==> src/rtl/display_digits_pkg.sv <==
// Shared segment encodings (active-low, {dp,g,f,e,d,c,b,a}) and timing helper
// for the multiplexed seven-segment display driver.
package display_digits_pkg;

   localparam int SEG_A  = 0;
   localparam int SEG_B  = 1;
   localparam int SEG_C  = 2;
   localparam int SEG_D  = 3;
   localparam int SEG_E  = 4;
   localparam int SEG_F  = 5;
   localparam int SEG_G  = 6;
   localparam int SEG_DP = 7;

   localparam logic [7:0] SEG_0     = 8'hC0;
   localparam logic [7:0] SEG_1     = 8'hF9;
   localparam logic [7:0] SEG_2     = 8'hA4;
   localparam logic [7:0] SEG_3     = 8'hB0;
   localparam logic [7:0] SEG_4     = 8'h99;
   localparam logic [7:0] SEG_5     = 8'h92;
   localparam logic [7:0] SEG_6     = 8'h82;
   localparam logic [7:0] SEG_7     = 8'hF8;
   localparam logic [7:0] SEG_8     = 8'h80;
   localparam logic [7:0] SEG_9     = 8'h90;
   localparam logic [7:0] SEG_BLANK = 8'hFF;

   // Cycles each digit stays lit; very slow clocks degrade to one cycle per digit.
   function automatic int digit_period(input int clk_hz, input int refresh_hz, input int n_digits);
      int p;
      p = clk_hz / (refresh_hz * n_digits);
      return (p < 1) ? 1 : p;
   endfunction

endpackage

==> src/rtl/display_digits_decoder.sv <==
// BCD to active-low seven-segment decode; combinational, no backpressure.
// Non-decimal nibbles blank the digit and the decimal point is never lit.
module seven_seg_decoder (
   input  logic [3:0] digit,
   output logic [7:0] seg
);
   import display_digits_pkg::*;

   always_comb begin
      case (digit)
         4'd0:    seg = SEG_0;
         4'd1:    seg = SEG_1;
         4'd2:    seg = SEG_2;
         4'd3:    seg = SEG_3;
         4'd4:    seg = SEG_4;
         4'd5:    seg = SEG_5;
         4'd6:    seg = SEG_6;
         4'd7:    seg = SEG_7;
         4'd8:    seg = SEG_8;
         4'd9:    seg = SEG_9;
         default: seg = SEG_BLANK;
      endcase
      seg[SEG_DP] = 1'b1;
   end

endmodule

==> src/rtl/display_digits.sv <==
// Time-multiplexed driver for up to four seven-segment digits; io_sel/io_seg are
// registered, one cycle after the digit index or number changes; no backpressure.
module display_digits #(
   parameter int NUMBER_OF_DIGITS            = 4,
   parameter int REFRESH_RATE_IN_HERTZ       = 1000,
   parameter int BOARD_CLOCK_FREQUENCY_IN_HZ = 100000000
) (
   input  logic                          clk,
   input  logic                          rst,
   input  logic [4*NUMBER_OF_DIGITS-1:0] number,
   output logic [3:0]                    io_sel,
   output logic [7:0]                    io_seg
);
   import display_digits_pkg::*;

   localparam int DIGIT_PERIOD = digit_period(BOARD_CLOCK_FREQUENCY_IN_HZ,
                                              REFRESH_RATE_IN_HERTZ, NUMBER_OF_DIGITS);
   localparam int CNT_W = (DIGIT_PERIOD > 1) ? $clog2(DIGIT_PERIOD) : 1;
   localparam logic [CNT_W-1:0] CNT_LAST = CNT_W'(DIGIT_PERIOD - 1);
   localparam logic [1:0]       IDX_LAST = 2'(NUMBER_OF_DIGITS - 1);

   logic [CNT_W-1:0] presc_q, presc_d;
   logic [1:0]       idx_q, idx_d;
   logic [3:0]       io_sel_q, io_sel_d;
   logic [7:0]       io_seg_q, io_seg_d;
   logic [3:0]       nibble;
   logic [7:0]       seg_dec;

   seven_seg_decoder u_dec (
      .digit (nibble),
      .seg   (seg_dec)
   );

   always_comb begin
      presc_d = presc_q + CNT_W'(1);
      idx_d   = idx_q;
      if (presc_q == CNT_LAST) begin
         presc_d = '0;
         idx_d   = (idx_q == IDX_LAST) ? 2'd0 : idx_q + 2'd1;
      end

      nibble = 4'd0;
      for (int k = 0; k < NUMBER_OF_DIGITS; k++) begin
         if (idx_q == 2'(k)) nibble = number[4*k +: 4];
      end

      // idx_q never reaches unused positions, so their enables stay high.
      io_sel_d        = 4'b1111;
      io_sel_d[idx_q] = 1'b0;
      io_seg_d        = seg_dec;
   end

   always_ff @(posedge clk) begin
      if (rst) begin
         presc_q  <= '0;
         idx_q    <= 2'd0;
         io_sel_q <= 4'b1111;
         io_seg_q <= SEG_BLANK;
      end else begin
         presc_q  <= presc_d;
         idx_q    <= idx_d;
         io_sel_q <= io_sel_d;
         io_seg_q <= io_seg_d;
      end
   end

   assign io_sel = io_sel_q;
   assign io_seg = io_seg_q;

endmodule

==> config.mk <==
export PLATFORM = sky130hd
export DESIGN_NAME = display_digits
export DESIGN_NICKNAME = d
export VERILOG_FILES = /design/src/rtl/display_digits_pkg.sv /design/src/rtl/display_digits_decoder.sv /design/src/rtl/display_digits.sv
export SDC_FILE = /design/constraint.sdc
export NUM_CORES = 1
export LEC_CHECK = 0
export ABC_AREA = 1
export BUFFER_PORTS_ARGS = -buffer_cell sky130_fd_sc_hd__buf_2
export CAP_MARGIN = 25
export CORE_MARGIN = 4
export CORE_UTILIZATION = 40
export DETAILED_ROUTE_END_ITERATION = 8
export SETUP_SLACK_MARGIN = 0.4
export SYNTH_ARGS = -nofsm -noshare
export SYNTH_HDL_FRONTEND = slang
export SYNTH_SLANG_ARGS = --single-unit
==> constraint.sdc <==
create_clock -name clk -period 1.6 [get_ports clk]
set_input_delay 0.24 -clock clk [delete_from_list [all_inputs] [get_ports clk]]
set_output_delay 0.24 -clock clk [all_outputs]
set_load 0.01 [all_outputs]
==> results.txt, run 1 <==
The flow ran to the end, and the final reports show no timing, DRC or antenna violations. The total count of max-transition violations in the final report is 0. The number of buffers created by CTS is 3.

The total area of sequential cells came out at 582 um2. The DRC violations left came out at 0. The biggest area contributor in the post-synthesis netlist is dfxtp_1. The floorplan step defined a core boundary enclosing between 3000 and 4000 um2.

Among all flip-flop cells after synthesis, the most frequent one is dfxtp_1. Summing every instance area after synthesis gives 1470 um2. Setup repair after global routing could not meet its margin everywhere. The commonest cells after synthesis are nand2_1 (52), dfxtp_1 (28), nor2_1 (21). For this run the aggregate overflow at the end of global routing stands at 0.

The wire-length estimate of the detail-placed layout is 2.35 mm. The largest fanout of any net on the critical path is 6. The quantity of hold-fixing buffers added after cts is 0. In the final layout, the share of cells above drive strength 1 is a little over half. The capture point of the worst reg-to-reg path is io_seg[3]$_SDFF_PP1_. The transition at the pin with the smallest max-transition slack is 0.551 ns. The number of synthesized flops with an enable pin is 0. The share of synthesized registers carrying an async set or reset is 0%. The row count came out at 21. The filler cells instantiated in the layout total 299. The initial antenna violation count is 0. The overall die area is 4700 um2.

The sequential element share of the synthesized area came out at 38.2%. The number of sinks handled by clock tree synthesis is 28. Tracing the worst setup path back leads to its startpoint at idx_q[1]$_SDFFE_PP0N_.

In the final routed layout, each cell accounts on average for 12.0 um. The CTS clock-pin slew for the worst setup and hold paths is 0.10 ns. Dividing total power by cell area gives a power density of about 670 nW/um2. The design draws 1.47 mW. The via count of the first global-routing pass came out at 1367. The internal power of the cells totals 1.14 mW. The number of buffer cells added on primary ports is 28.

The required time at the worst-slack endpoint came out at 1.77 ns. The top-level I/O count came out at 30. The cell that appears most often on the critical path is nand2_1. Net switching is 22.7% of the power. The worst setup slack for register-to-register paths is 0.006 ns.

The placed instance area is 1770 um2. The number of iterations in the first detailed-routing pass is 4. The relative contribution of combinational cells to total power is 13.0%. After synthesis, the cell types taking the most area are dfxtp_1 (38%), nand2_1 (13%), nor2_1 (5.4%). The wire length of the first global-routing pass is 5.83 mm. The horizontal die dimension came out at between 60 and 70 um. The number of failing hold endpoints at the final stage is 0.

Following the worst setup path forward leads to its endpoint at io_seg[3]$_SDFF_PP1_. The class of the most critical setup path is flip-flop to flip-flop. The residual antenna-violating net count after detailed routing is 0. The vertical die dimension is 68.6 um. The max-capacitance violation count is 0. The final critical-path required period is 1.59 ns. After detailed routing, the total wire length is about 3.6 mm. The congestion estimate from routability-driven global placement came to 0.902. The number of cells on the worst reg-to-reg path came out at 12. The achievable frequency came out at approximately 630 MHz. STA classifies the critical path startpoint as a flip-flop. After layout, the worst path uses roughly 100% of the clock period. Compared with the post-synthesis result, the final layout area differs by 50.5%.

The antenna diode instance count came out at 0. The number of different library cells used by synthesis comes to 29. The data arrival time of the critical path is 1.76 ns. Between clock sinks in the finished design, the worst skew comes to approximately 0.009 ns. In this design, the stage delay of the slowest critical-path cell is 0.41 ns. The clock latency on the worst-skew pair is 0.28 ns. The worst slew margin relative to its limit came out at between 60% and 70%. The power share of the sequential group came out at 49.2%. The via density per instance came out at 4.78. The count of state elements after synthesis is 28. The maximum buffer depth of the clock tree is 2. The worst reg2reg path startpoint is idx_q[1]$_SDFFE_PP0N_. The Yosys step of the flow raised 0 warnings. The initial DRC count is 37. For this configuration, the core starts out at a cell density of 42.6%. In the final design database the tool counted roughly 280 nets. The net switching power is 334 uW. The largest vdd supply drop came out at approximately 0.45 mV. TritonCTS built the clock tree. The portion of synthesized cell area occupied by the leading cell type is approximately two fifths. The synthesized instance count came out at 200. CTS built an H-tree with a depth of 1. Yosys instantiated no cell more often than nand2_1. The share of total power dissipated in the clock network is 37.8%. The average instance area after synthesis is 7.34 um2. Across every metal layer, demand over resource in global routing totals 16.2%. The post-synth net total is approximately 220. The leakage dissipation is 0.913 nW.

The finished layout cell area is 2210 um2. The final count of negative-setup-slack endpoints is 0. The critical path goes through inv_4 -> ha_4 -> a21oi_2 -> nand2_1 -> nand2_1 -> nand2_2 -> ha_4 -> inv_2 -> nand2_2 -> nand2_1 -> nand2_1 -> nand2_1. The worst setup path is captured at a flip-flop.

In this run the worst hold path is classified as input port to flip-flop. For this design, the slowest cell found on the critical path is dfxtp_4. The routed via count is 1423. The area of combinational cells with multiple inputs is between 1000 and 1500 um2. The tree is rooted in a clkbuf_8.

The maximum number of pins on one net before global-route repair came out at 17.
-- how the worst min path moves through the flow --
stage / slack [ns] / endpoint / cells past startpoint / startpoint
2_1_floorplan: 0.33 / io_seg[0]$_SDFF_PP1_ / 2 / rst
3_3_place_gp: 0.44 / presc_q[0]$_SDFF_PP0_ / 1 / presc_q[0]$_SDFF_PP0_
3_5_place_dp: 0.44 / presc_q[0]$_SDFF_PP0_ / 1 / presc_q[0]$_SDFF_PP0_
4_1_cts: 0.21 / io_seg[0]$_SDFF_PP1_ / 3 / rst
5_1_grt: 0.24 / io_seg[5]$_SDFF_PP1_ / 3 / rst
6_report: 0.21 / io_seg[1]$_SDFF_PP1_ / 3 / rst
-- power by group through the flow --
stage	Combinational (mW)	Clock, mW	Sequential [mW]
floorplan	0.0788	0	0.746
global placement	0.140	0	0.739
detailed placement	0.140	0	0.739
CTS	0.151	0.573	0.726
global route	0.214	0.593	0.727
finish	0.190	0.556	0.724
-- state kept, by name, summed over array words and instances (netlist names) --
name     count
io_seg       7
presc_q     15
idx_q        2
io_sel       4
-- layer usage --
layer	vias to the layer above	wire length, um	GRT usage [%]
met3	8	147	3.08
li1	741	-	-
met4	0	56	5.71
met2	29	1680	26.0
met1	645	1690	21.4
met5	-	0	0
-- repair_timing --
item                                    CTS  global route
gates resized for setup                  26            39
pin swaps                                16            23
endpoints found under the setup margin   23            24
cloned                                    1             0
buffers inserted                          7            10
-- placed cells by master (no fill, tap or decap), types with 2 or more instances in the layout --
cell and n:
dfxtp_4 4, clkinv_1 2, nand2_4 3, buf_4 16, nand4_1 5, buf_6 6
nor3_1 2, a21oi_1 7, inv_4 4, nand3_2 5, nor3_2 3, o21ai_0 2
nor2_1 14, inv_2 7, or2_0 2, dfxtp_1 19, nand2_8 4, buf_2 28
nor2_4 5, nand3_1 9, inv_1 12, nor3b_2 5, ha_4 6, nor2_2 3
o21ai_2 3, clkbuf_8 3, nand2_1 41, xor2_1 2, a21oi_2 5, dfxtp_2 5
nand2_2 13
-- through the flow --
| step | std cells | utilization (%) | worst slack [ns] | setup TNS [ns] | hold slack (ns) |
|---|---|---|---|---|---|
| floorplan | 200 | - | 0.0108 | 0 | 0.333 |
| global placement | 276 | 51.3 | 0.00478 | 0 | 0.438 |
| detailed placement | 276 | 51.3 | -0.0209 | -0.0209 | 0.439 |
| CTS | 288 | 57.7 | 0.0185 | 0 | 0.213 |
| global route | 298 | 64.2 | -0.133 | -0.648 | 0.235 |
| finish | 298 | 64.2 | 0.00628 | 0 | 0.212 |
-- final cells by class --
class                           instances  share of cell area (%)
Multi-Input combinational cell        145                    48.3
Sequential cell                        28                    26.3
Timing Repair Buffer                   50                    14.8
Inverter                               25                    4.70
Tap cell                               46                    2.61
Clock buffer                            3                    1.87
Clock inverter                          1                    1.36
-- kinds of logic (layout without fill, tap and decap cells) --
group	after synthesis	count (layout)	synth area share [%]
xor gates and xnor gates	2	2	1.19
adders and majority gates	6	6	5.11
other	1	1	0.256
DFF	28	28	38.2
buffers and inverters	28	79	8.53
AOI/OAI and AO/OA	19	19	7.25
and+or+nand+nor	116	117	39.5
-- worst max-delay path: cells and delay by family, from the launching register on --
kind | cells | cell delay, ns
buf+inv | 2 | 0.09
fa+ha+maj | 2 | 0.45
compound gates | 1 | 0.13
simple gates | 7 | 0.40
flops | 1 | 0.41
Note: power is estimated with default switching activity, not from simulation.
==> run 2, diff against run 1 <==
--- a/config.mk
+++ b/config.mk
@@ -9,7 +9,7 @@
 export BUFFER_PORTS_ARGS = -buffer_cell sky130_fd_sc_hd__buf_2
 export CAP_MARGIN = 25
 export CORE_MARGIN = 4
-export CORE_UTILIZATION = 40
+export CORE_UTILIZATION = 35
 export DETAILED_ROUTE_END_ITERATION = 8
 export SETUP_SLACK_MARGIN = 0.4
 export SYNTH_ARGS = -nofsm -noshare
==> run 2 against run 1 <==
The flow now finishes with violations (negative setup slack). Clock power down 9.5%. Clock-buffer cell count up 1. Flip-flop and latch count unchanged. Design area up 1.8%. Total power down 3.9%. Utilization down 8.4 points. Worst setup slack worse by 0.021 ns. Via count down 0.56%. First-iteration DRC count up 70%. Routed wire length down 1.7%. Largest cell class unchanged. Highest routed layer unchanged.
==> results.txt, run 2 (synthesis gave the netlist of run 1 again) <==
The clock latency on the worst-skew pair is between 0.2 and 0.3 ns. At the end of the flow, the number of nets in the layout was ~280. The non-filler instance count after layout came out at a little over 300. The largest vdd supply drop is ~0.6 mV.

The antenna diode instance count is 0. The area overhead of the layout relative to synthesis came out at 53.1%. Summed over all nets, the switching power comes to 338 uW. After layout, the design draws a total of 1.41 mW. Setup total negative slack on the finished layout was measured at -0.0143 ns. The total placed cells including tap cells is 280.

The power share of the sequential group is 51.2%. The quantity of hold-fixing buffers added after cts is 0. In this run the core area contains 23 standard-cell rows. The area of the core is 4030 um2. The total area of sequential cells came out at 584 um2. The final RePlAce weighted congestion came out at 0.737. The register with the most flip-flops is presc_q. The relative contribution of combinational cells to total power came out at a little over an eighth. In the final layout, the share of cells above drive strength 1 is 54.5%.

The final worst-path cycle share is 101%. At the worst endpoint, the arrival time is 1.80 ns. The run finished, with violations left. The vertical die dimension is 72.8 um. By startpoint and endpoint, the worst setup path is classified as flip-flop to flip-flop. The CTS H-tree depth is 1.

The worst setup path is captured at a flip-flop. The total global routing track utilization came out at between 10% and 20%. Setup violations remaining at the end of the flow were counted as 1. Pin placement for this block handled 30 I/O pins.

Setup repair after global routing could not meet its margin everywhere. The number of buffers created by CTS came out at 3. The initial antenna violation count came out at 0. The flip-flop count of the largest register, all copies and words added is 15. The initial DRC count is 63. The number of fill cells in the layout came out at 369. The routed via count is approximately 1400. The DRC violations left is 0. The estimated wirelength of the detail-placed design came out at roughly 2.4 mm. The largest fanout of any net on the critical path came out at 6. The number of failing hold endpoints at the final stage is 0. The worst setup path is launched from a flip-flop. The worst setup slack for register-to-register paths is -0.01 ns.

The total congestion overflow came out at 0. The final reports fail on negative setup slack. The CTS clock-pin slew for the worst setup and hold paths is 0.11 ns.

The leakage dissipation came out at between 0.9 and 1 nW. The multi-input combinational cells in the finished layout cover a total of 1080 um2. Across the routed clock network, the largest skew measured is 0.0123 ns. The number of buffer cells added on primary ports is 28. The residual antenna-violating net count after detailed routing came out at 0.

TritonCTS built the clock tree. The via density per instance came out at 4.67. The number of iterations in the first detailed-routing pass is 4. The maximum buffer depth of the clock tree is 2. The required time at the worst-slack endpoint came out at 1.78 ns.

The slack of the critical path came out at -0.0143 ns. The cell sitting at the root of the clock tree is a clkbuf_8. The total wire length after detailed routing is about 3.5 mm. The initial cell density of the core is between 30% and 40%. The path class of the tightest hold or removal check is input port to flip-flop. The overall die area came out at between 5000 and 6000 um2. The part of the total power dissipated in the clock network is 35.6%. Leaving out fill and tap cells, the most frequent cells in the layout are nand2_1 (42), buf_2 (28), dfxtp_1 (17), buf_4 (17). The internal portion of the total power is ~1.1 mW. The maximum number of pins on one net before global-route repair came out at 17.

The total count of max-transition violations in the final report is 0. In this run the tightest slew margin relative to its limit is between 60 and 70%. Dividing total power by cell area gives a power density of approximately 630 nW/um2. The final critical-path required period came out at 1.61 ns.

The max-capacitance violation count came out at 0. The wire length of the first global-routing pass is 5.55 mm. The net switching fraction of the power is 23.9%.

From left edge to right edge, the die measures 72.8 um. The transition at the pin with the smallest max-transition slack came out at approximately 0.54 ns. The number of sinks handled by clock tree synthesis is 28. The detail-routed net length per standard cell came out at 11.6 um. The achievable frequency came out at 619 MHz. The via count of the first global-routing pass is 1287. Leaving out fill and tap cells, the most frequent cell in the layout is nand2_1.
==> run 2: changes by cell type in the layout (fill, tap and decap cells not counted), moves of 2 or more <==
cell and change:
dfxtp_1 -2, dfxtp_2 +2, nand2_4 +2, nor2_4 +2, nand2_2 -2, o21ai_1 +2, nor2_1 -4, nor2_2 +2
==> run 2: worst max-delay path: stages, from the launching register on <==
cell and delay [ns]:
dfxtp_4 0.39, inv_4 0.08, ha_4 0.18, inv_4 0.06
nor2_4 0.12, nor2_4 0.05, nand2_1 0.07, nand2_2 0.08
ha_4 0.27, inv_2 0.03, nand2_2 0.05, nand2_1 0.05
nand2_1 0.06, nand2_1 0.04
==> run 2: layer usage <==
metal	GRT usage, %	wire length, um	share of wire, %
met3	2.62	77	2.2
met4	1.84	24	0.68
met5	0	0	0
met2	22.2	1850	53
met1	16.7	1560	44
==> run 2: timing repair <==
action / in CTS / in global routing
gates resized for setup: 29 / 45
gates cloned: 1 / 0
endpoints found under the setup margin: 23 / 24
pin swaps: 26 / 28
buffers inserted: 8 / 10
==> run 2: final timing paths <==
| kind | from | endpoint | depth (start not counted) |
|---|---|---|---|
| max reg2reg | idx_q[0]$_SDFFE_PP0N_ | io_seg[3]$_SDFF_PP1_ | 13 |
| max | idx_q[0]$_SDFFE_PP0N_ | io_seg[3]$_SDFF_PP1_ | 13 |
| min reg2reg | presc_q[12]$_SDFF_PP0_ | presc_q[12]$_SDFF_PP0_ | 2 |
| min | rst | io_seg[0]$_SDFF_PP1_ | 3 |
==> run 2: through the flow <==
stage / util [%] / instance area, um2 / hold WS (ns) / setup slack, ns
2_1_floorplan: - / 1560 / 0.333 / 0.0108
6_report: 55.8 / 2250 / 0.191 / -0.0143
5_1_grt: 55.8 / 2250 / 0.192 / -0.100
3_3_place_gp: 43.9 / 1770 / 0.431 / -0.00807
3_5_place_dp: 43.9 / 1770 / 0.437 / -0.0226
4_1_cts: 49.8 / 2000 / 0.181 / 0.0426
==> run 2: cell type report <==
type                            instances  area share, %
Clock buffer                            4           2.95
Inverter                               25           4.84
Multi-Input combinational cell        145           48.1
Sequential cell                        28           26.0
Tap cell                               50           2.78
Timing Repair Buffer                   51           15.3
==> run 2: power by group through the flow <==
stage / combinational (mW) / sequential [mW] / clock, mW
3_3_place_gp: 0.137 / 0.739 / 0
3_5_place_dp: 0.137 / 0.739 / 0
6_report: 0.187 / 0.724 / 0.503
4_1_cts: 0.151 / 0.726 / 0.531
5_1_grt: 0.209 / 0.727 / 0.546
2_1_floorplan: 0.0788 / 0.746 / 0
